File: src/rtl/async_fifo_pkg.sv
// Shared constants and Gray-code helpers for both async FIFO controllers.
package async_fifo_pkg;

    localparam int DEF_ADDR_W      = 3;
    localparam int DEF_SYNC_STAGES = 2;
    // Widest pointer the helpers handle; callers zero-extend into this width.
    localparam int MAX_PTR_W       = 16;

    // Binary to reflected Gray: each bit is the XOR of itself and its upper neighbour.
    function automatic logic [MAX_PTR_W-1:0] bin2gray(input logic [MAX_PTR_W-1:0] b);
        logic [MAX_PTR_W-1:0] g;
        g = '0;
        for (int i = 0; i < MAX_PTR_W - 1; i++) begin
            g[i] = b[i] ^ b[i+1];
        end
        g[MAX_PTR_W-1] = b[MAX_PTR_W-1];
        return g;
    endfunction

    // Gray to binary: running XOR from the MSB downwards.
    function automatic logic [MAX_PTR_W-1:0] gray2bin(input logic [MAX_PTR_W-1:0] g);
        logic [MAX_PTR_W-1:0] b;
        b = '0;
        b[MAX_PTR_W-1] = g[MAX_PTR_W-1];
        for (int i = MAX_PTR_W - 2; i >= 0; i--) begin
            b[i] = b[i+1] ^ g[i];
        end
        return b;
    endfunction

endpackage

File: src/rtl/gray_ptr_sync.sv
// Multi-flop synchroniser for a Gray-coded pointer crossing clock domains.
// Only one bit changes per pointer step, so a metastable capture resolves to
// either the old or the new pointer value, never a mix.
module gray_ptr_sync #(
    parameter int W      = 4,
    parameter int STAGES = 2    // legal range 2..4
) (
    input  logic         clk,
    input  logic         arst,
    input  logic [W-1:0] i_d,
    output logic [W-1:0] o_q
);

    logic [W-1:0] r_chain [STAGES];

    // Shift the asynchronous pointer through the chain; every stage clears on reset.
    // NOTE: the chain is a handful of flops, not a RAM, so resetting each entry is cheap
    // and keeps a stale pointer from leaking out of a reset.
    always_ff @(posedge clk or posedge arst) begin
        if (arst) begin
            for (int i = 0; i < STAGES; i++) begin
                r_chain[i] <= '0;
            end
        end else begin
            r_chain[0] <= i_d;
            for (int i = 1; i < STAGES; i++) begin
                r_chain[i] <= r_chain[i-1];
            end
        end
    end

    assign o_q = r_chain[STAGES-1];

endmodule

File: src/rtl/async_fifo_rd_ctrl.sv
// Read-domain controller for the async FIFO: read pointer (binary and Gray),
// SRAM read address, write-pointer synchroniser and registered status flags.
module async_fifo_rd_ctrl
    import async_fifo_pkg::*;
#(
    parameter int ADDR_W        = DEF_ADDR_W,       // 1..MAX_PTR_W-2
    parameter int SYNC_STAGES   = DEF_SYNC_STAGES,  // 2..4
    parameter int AEMPTY_THRESH = 1                 // 0..2**ADDR_W-1
) (
    input  logic              clk_r,
    input  logic              arst,
    input  logic              r_en,
    input  logic [ADDR_W:0]   g_wptr_async,
    output logic [ADDR_W-1:0] r_addr,
    output logic [ADDR_W:0]   b_rptr,
    output logic [ADDR_W:0]   g_rptr,
    output logic              empty,
    output logic              almost_empty,
    output logic [ADDR_W:0]   rd_level,
    output logic              underflow
);

    localparam int                PTR_W = ADDR_W + 1;
    localparam logic [PTR_W-1:0]  AE_TH = PTR_W'(AEMPTY_THRESH);

    logic [PTR_W-1:0]     r_b_rptr;
    logic [PTR_W-1:0]     r_g_rptr;
    logic                 r_empty;
    logic                 r_almost_empty;
    logic [PTR_W-1:0]     r_rd_level;
    logic                 r_underflow;

    logic [PTR_W-1:0]     w_g_wptr_sync;
    logic [MAX_PTR_W-1:0] w_wbin_full;
    logic [PTR_W-1:0]     w_wbin_sync;
    logic                 w_rd_ok;
    logic [PTR_W-1:0]     w_b_rptr_next;
    logic [MAX_PTR_W-1:0] w_g_full;
    logic [PTR_W-1:0]     w_g_rptr_next;
    logic [PTR_W-1:0]     w_lvl_next;
    logic                 w_unused_hi;

    gray_ptr_sync #(
        .W      (PTR_W),
        .STAGES (SYNC_STAGES)
    ) u_wptr_sync (
        .clk  (clk_r),
        .arst (arst),
        .i_d  (g_wptr_async),
        .o_q  (w_g_wptr_sync)
    );

    // A read is accepted only when the registered empty flag says data is present.
    assign w_rd_ok       = r_en & ~r_empty;
    assign w_b_rptr_next = r_b_rptr + PTR_W'(w_rd_ok);

    assign w_g_full      = bin2gray(MAX_PTR_W'(w_b_rptr_next));
    assign w_g_rptr_next = w_g_full[PTR_W-1:0];

    assign w_wbin_full   = gray2bin(MAX_PTR_W'(w_g_wptr_sync));
    assign w_wbin_sync   = w_wbin_full[PTR_W-1:0];

    // Modular subtraction stays correct across the pointer MSB wrap. The write
    // pointer is seen late, so the level can only under-report occupancy.
    assign w_lvl_next    = w_wbin_sync - w_b_rptr_next;

    // Upper bits of the helper results are zero by construction.
    assign w_unused_hi   = |{w_g_full[MAX_PTR_W-1:PTR_W], w_wbin_full[MAX_PTR_W-1:PTR_W]};

    // Advance the pointers and register status from the next-state pointer, so a
    // read of the last word raises empty on the same edge that moves the pointer.
    // NOTE: non-blocking assignments here so every flop samples pre-edge values,
    // regardless of the order the statements are written in.
    always_ff @(posedge clk_r or posedge arst) begin
        if (arst) begin
            r_b_rptr       <= '0;
            r_g_rptr       <= '0;
            r_empty        <= 1'b1;
            r_almost_empty <= 1'b1;
            r_rd_level     <= '0;
            r_underflow    <= 1'b0;
        end else begin
            r_b_rptr       <= w_b_rptr_next;
            r_g_rptr       <= w_g_rptr_next;
            r_empty        <= (w_g_rptr_next == w_g_wptr_sync);
            r_almost_empty <= (w_lvl_next <= AE_TH);
            r_rd_level     <= w_lvl_next;
            r_underflow    <= r_en & r_empty;
        end
    end

    assign r_addr       = r_b_rptr[ADDR_W-1:0];
    assign b_rptr       = r_b_rptr;
    assign g_rptr       = r_g_rptr;
    assign empty        = r_empty;
    assign almost_empty = r_almost_empty;
    assign rd_level     = r_rd_level;
    assign underflow    = r_underflow;

endmodule

File: config.mk
export PLATFORM = sky130hd
export DESIGN_NAME = async_fifo_rd_ctrl
export DESIGN_NICKNAME = d
export VERILOG_FILES = /design/src/rtl/async_fifo_pkg.sv /design/src/rtl/gray_ptr_sync.sv /design/src/rtl/async_fifo_rd_ctrl.sv
export SDC_FILE = /design/constraint.sdc
export NUM_CORES = 1
export LEC_CHECK = 0
export BUFFER_PORTS_ARGS = -buffer_cell sky130_fd_sc_hd__buf_2
export CAP_MARGIN = 20
export CORE_MARGIN = 2
export CORE_UTILIZATION = 35
export CTS_BUF_LIST = sky130_fd_sc_hd__clkbuf_2 sky130_fd_sc_hd__clkbuf_4 sky130_fd_sc_hd__clkbuf_8
export CTS_CLUSTER_DIAMETER = 100
export DETAILED_ROUTE_END_ITERATION = 8
export SLEW_MARGIN = 40
export SYNTH_ARGS = -nofsm -noshare
export SYNTH_HDL_FRONTEND = slang
export SYNTH_SLANG_ARGS = --single-unit
File: constraint.sdc
create_clock -name clk_r -period 2.5 [get_ports clk_r]
set_input_delay 0.25 -clock clk_r [delete_from_list [all_inputs] [get_ports clk_r]]
set_output_delay 0.25 -clock clk_r [all_outputs]
set_load 0.005 [all_outputs]
==> impl_metrics.env <==
export IMPL_run_status="complete, no violations"
export IMPL_dp_cells=118
export IMPL_final_cell_mix="buf_2 (24), dfrtp_1 (20), xnor2_1 (8), xor2_1 (6)"
export IMPL_cp_slowest_cell="dfstp_2"
export IMPL_grt_total_usage_pct=9.37
export IMPL_cp_cell_sequence="nor2b_1 > ha_1 > ha_1 > xnor2_1 > ha_1 > or3b_2 > o311ai_4 > xnor2_1 > nor3_2"
export IMPL_grt_start_max_net_pins=23
export IMPL_crit_top_cell="ha_1"
export IMPL_grt_pass1_wl_um=2210
export IMPL_ys_ff_latch=22
export IMPL_switching_share_pct=35.3
export IMPL_critPathMaxFanout=3
export IMPL_coreArea_um2=2520
export IMPL_area_delta_synth_final_pct=18.8
export IMPL_synth_mux_area_share_pct=1.05
export IMPL_rsz0062_at_grt="no"
export IMPL_place_ws_ns=0.136
export IMPL_cts_buffer_depth=2
export IMPL_maxCapViolCount=0
export IMPL_cts_tree="built"
export IMPL_cp_slowest_stage_delay_ns=0.55
export IMPL_power_mw=1.50
export IMPL_synthesis_area_um2=950
export IMPL_p_leak_nw=0.562
export IMPL_finalNonFillerCells=123
export IMPL_power_switching_mw=0.528
export IMPL_cts_htree_levels=1
export IMPL_path_buf_inv=0
export IMPL_final_setup_tns_ns=0
export IMPL_yosys_area_share_xor_xnor_pct=17.8
export IMPL_peakVddDrop_mv=0.846
export IMPL_overflow=0
export IMPL_synth_top_family_by_area="XOR/XNOR gates"
export IMPL_synth_simple_area_share_pct=6.06
export IMPL_drc=0
export IMPL_layout_drive_gt1_share_pct=39.8
export IMPL_finalNetCount=106
export IMPL_ios=25
export IMPL_synthAdderAreaFrac_pct=6.59
export IMPL_clkPwrFrac_pct=11.3
export IMPL_start_kind="flip-flop"
export IMPL_port_buffers=24
export IMPL_postCtsSetupBuffers=0
export IMPL_numCtsBuffers=3
export IMPL_root_buffer="clkbuf_4"
export IMPL_firstDrtPassIters=2
export IMPL_cts_resized=0
export IMPL_syn_area_per_cell_um2=14.2
export IMPL_crit_type="reg2reg"
export IMPL_cts_sinks=22
export IMPL_worst_slack_ns=0.131
export IMPL_start_util_pct=37.6
export IMPL_path_clk_slew_ns=0.11
export IMPL_finalClockSkew_ns=0.00388
export IMPL_wl_um=1250
export IMPL_pwr_density_cell_nw_per_um2=1330
export IMPL_wl_per_cell_um=10.1
export IMPL_grt_pass1_vias=475
export IMPL_cp_top_family="adder cells"
export IMPL_period_share_pct=94.8
export IMPL_setup_viol=0
export IMPL_syn_inst=67
export IMPL_drv_slew=0
export IMPL_postCtsHoldBufs=0
export IMPL_worst_pin_slew_ns=0.438
export IMPL_synth_distinct_cells=21
export IMPL_pwr_share_seq_pct=35.6
export IMPL_drt_iter0_drc=4
export IMPL_gp_congestion=0.701
export IMPL_synth_compound_area_share_pct=4.35
export IMPL_comb_power_share_pct=53.1
export IMPL_relSlewSlack_pct=70.8
export IMPL_arrival_ns=2.60
export IMPL_yosys_warnings=0
export IMPL_num_rows=18
export IMPL_p_int_mw=0.970
export IMPL_layout_commonest_cell="buf_2"
export IMPL_die_h_um=56.1
export IMPL_dieArea_um2=3150
export IMPL_dp_hpwl_um=984
export IMPL_num_antenna_cells=0
export IMPL_synth_net_count=79
export IMPL_hold_path_class="in2reg"
export IMPL_die_w_um=56.1
export IMPL_insertion_delay_ns=0.30
export IMPL_cp_end_kind="flip-flop"
export IMPL_max_freq_mhz=422
export IMPL_viasPerCell=4.36
export IMPL_crit_required_ns=2.73
export IMPL_period_needed_ns=2.37
export IMPL_num_vias=536
export IMPL_synth_seq_area_share_pct=58.2
export IMPL_ant_nets=0
export IMPL_antenna_found_initial=0
export IMPL_finalHoldViolCount=0
## synthesized netlist by cell type
cell type / number / area (um2)
dfrtp_1: 20 / 500
xnor2_1: 8 / 70.1
inv_1: 6 / 22.5
xor2_1: 6 / 52.6
ha_1: 5 / 62.6
buf_4: 4 / 30.0
and2_1: 3 / 18.8
dfstp_2: 2 / 52.6
a21boi_0: 1 / 7.51
clkbuf_1: 1 / 3.75
mux2i_1: 1 / 10.0
nand3_1: 1 / 5.00
nor2_1: 1 / 3.75
nor2b_1: 1 / 6.26
nor3_1: 1 / 5.00
nor3_2: 1 / 10.0
o21bai_1: 1 / 7.51
o311ai_4: 1 / 26.3
or3b_2: 1 / 8.76
xnor3_1: 1 / 22.5
xnor3_2: 1 / 23.8
## worst reg2reg max path, stage by stage, from the launching register on
cell	delay [ns]
dfstp_2	0.55
nor2b_1	0.05
ha_1	0.21
ha_1	0.23
xnor2_1	0.17
ha_1	0.31
or3b_2	0.47
o311ai_4	0.10
xnor2_1	0.18
nor3_2	0.05
## layout make-up
class	count	area (um2)
Timing Repair Buffer	27	145
Inverter	6	22.5
Fill cell	253	1390
Tap cell	30	37.5
Clock buffer	4	30.0
Sequential cell	22	553
Multi-Input combinational cell	34	340
## registers in the layout, indices dropped and copies added, names as in the netlist
register / cells
empty: 1
u_wptr_sync.r_chain: 4
g_rptr: 3
u_wptr_sync.o_q: 4
almost_empty: 1
b_rptr: 4
underflow: 1
rd_level: 4
## routing by layer
layer | vias up | GRT usage (%) | wire (um) | share of wire, %
li1 | 262 | - | - | -
met1 | 250 | 11.9 | 537 | 43
met2 | 22 | 14.6 | 578 | 46
met3 | 2 | 4.42 | 122 | 9.8
met4 | 0 | 2.04 | 10 | 0.80
met5 | - | 0 | 0 | 0
## power by group through the flow
stage	Combinational, mW	Sequential (mW)	Clock [mW]
final	0.795	0.533	0.169
after global routing	0.900	0.552	0.201
after CTS	0.812	0.537	0.180
after detailed placement	0.808	0.544	0
after global placement	0.806	0.541	0
after floorplan	0.586	0.558	0
## kinds of logic after synthesis
family,Yosys count
simple gates,9
fa+ha+maj,5
mux,1
flops,22
compound gates,3
buf+inv,11
xor+xnor,16
## per-stage QoR
step | hold WS, ns | area, um2 | utilization [%]
after floorplan | 0.238 | 950 | -
after global placement | 0.332 | 1090 | 43.2
after detailed placement | 0.337 | 1090 | 43.2
after CTS | 0.0348 | 1120 | 44.3
after global routing | 0.0124 | 1130 | 44.7
final | 0.0466 | 1130 | 44.7
## worst paths after layout
path,from,to,slack (ns),cells after the start
min in group asynchronous,arst,u_wptr_sync.r_chain[6],0.48,3
worst min-delay path,g_wptr_async[0],u_wptr_sync.r_chain[4],0.05,1
worst max register to register,empty,almost_empty,0.13,9
worst min register to register,u_wptr_sync.r_chain[6],u_wptr_sync.o_q[2],0.36,0
worst max-delay path,empty,almost_empty,0.13,9
max in group asynchronous,arst,almost_empty,1.68,3
Note: power is estimated with default switching activity, not from simulation.
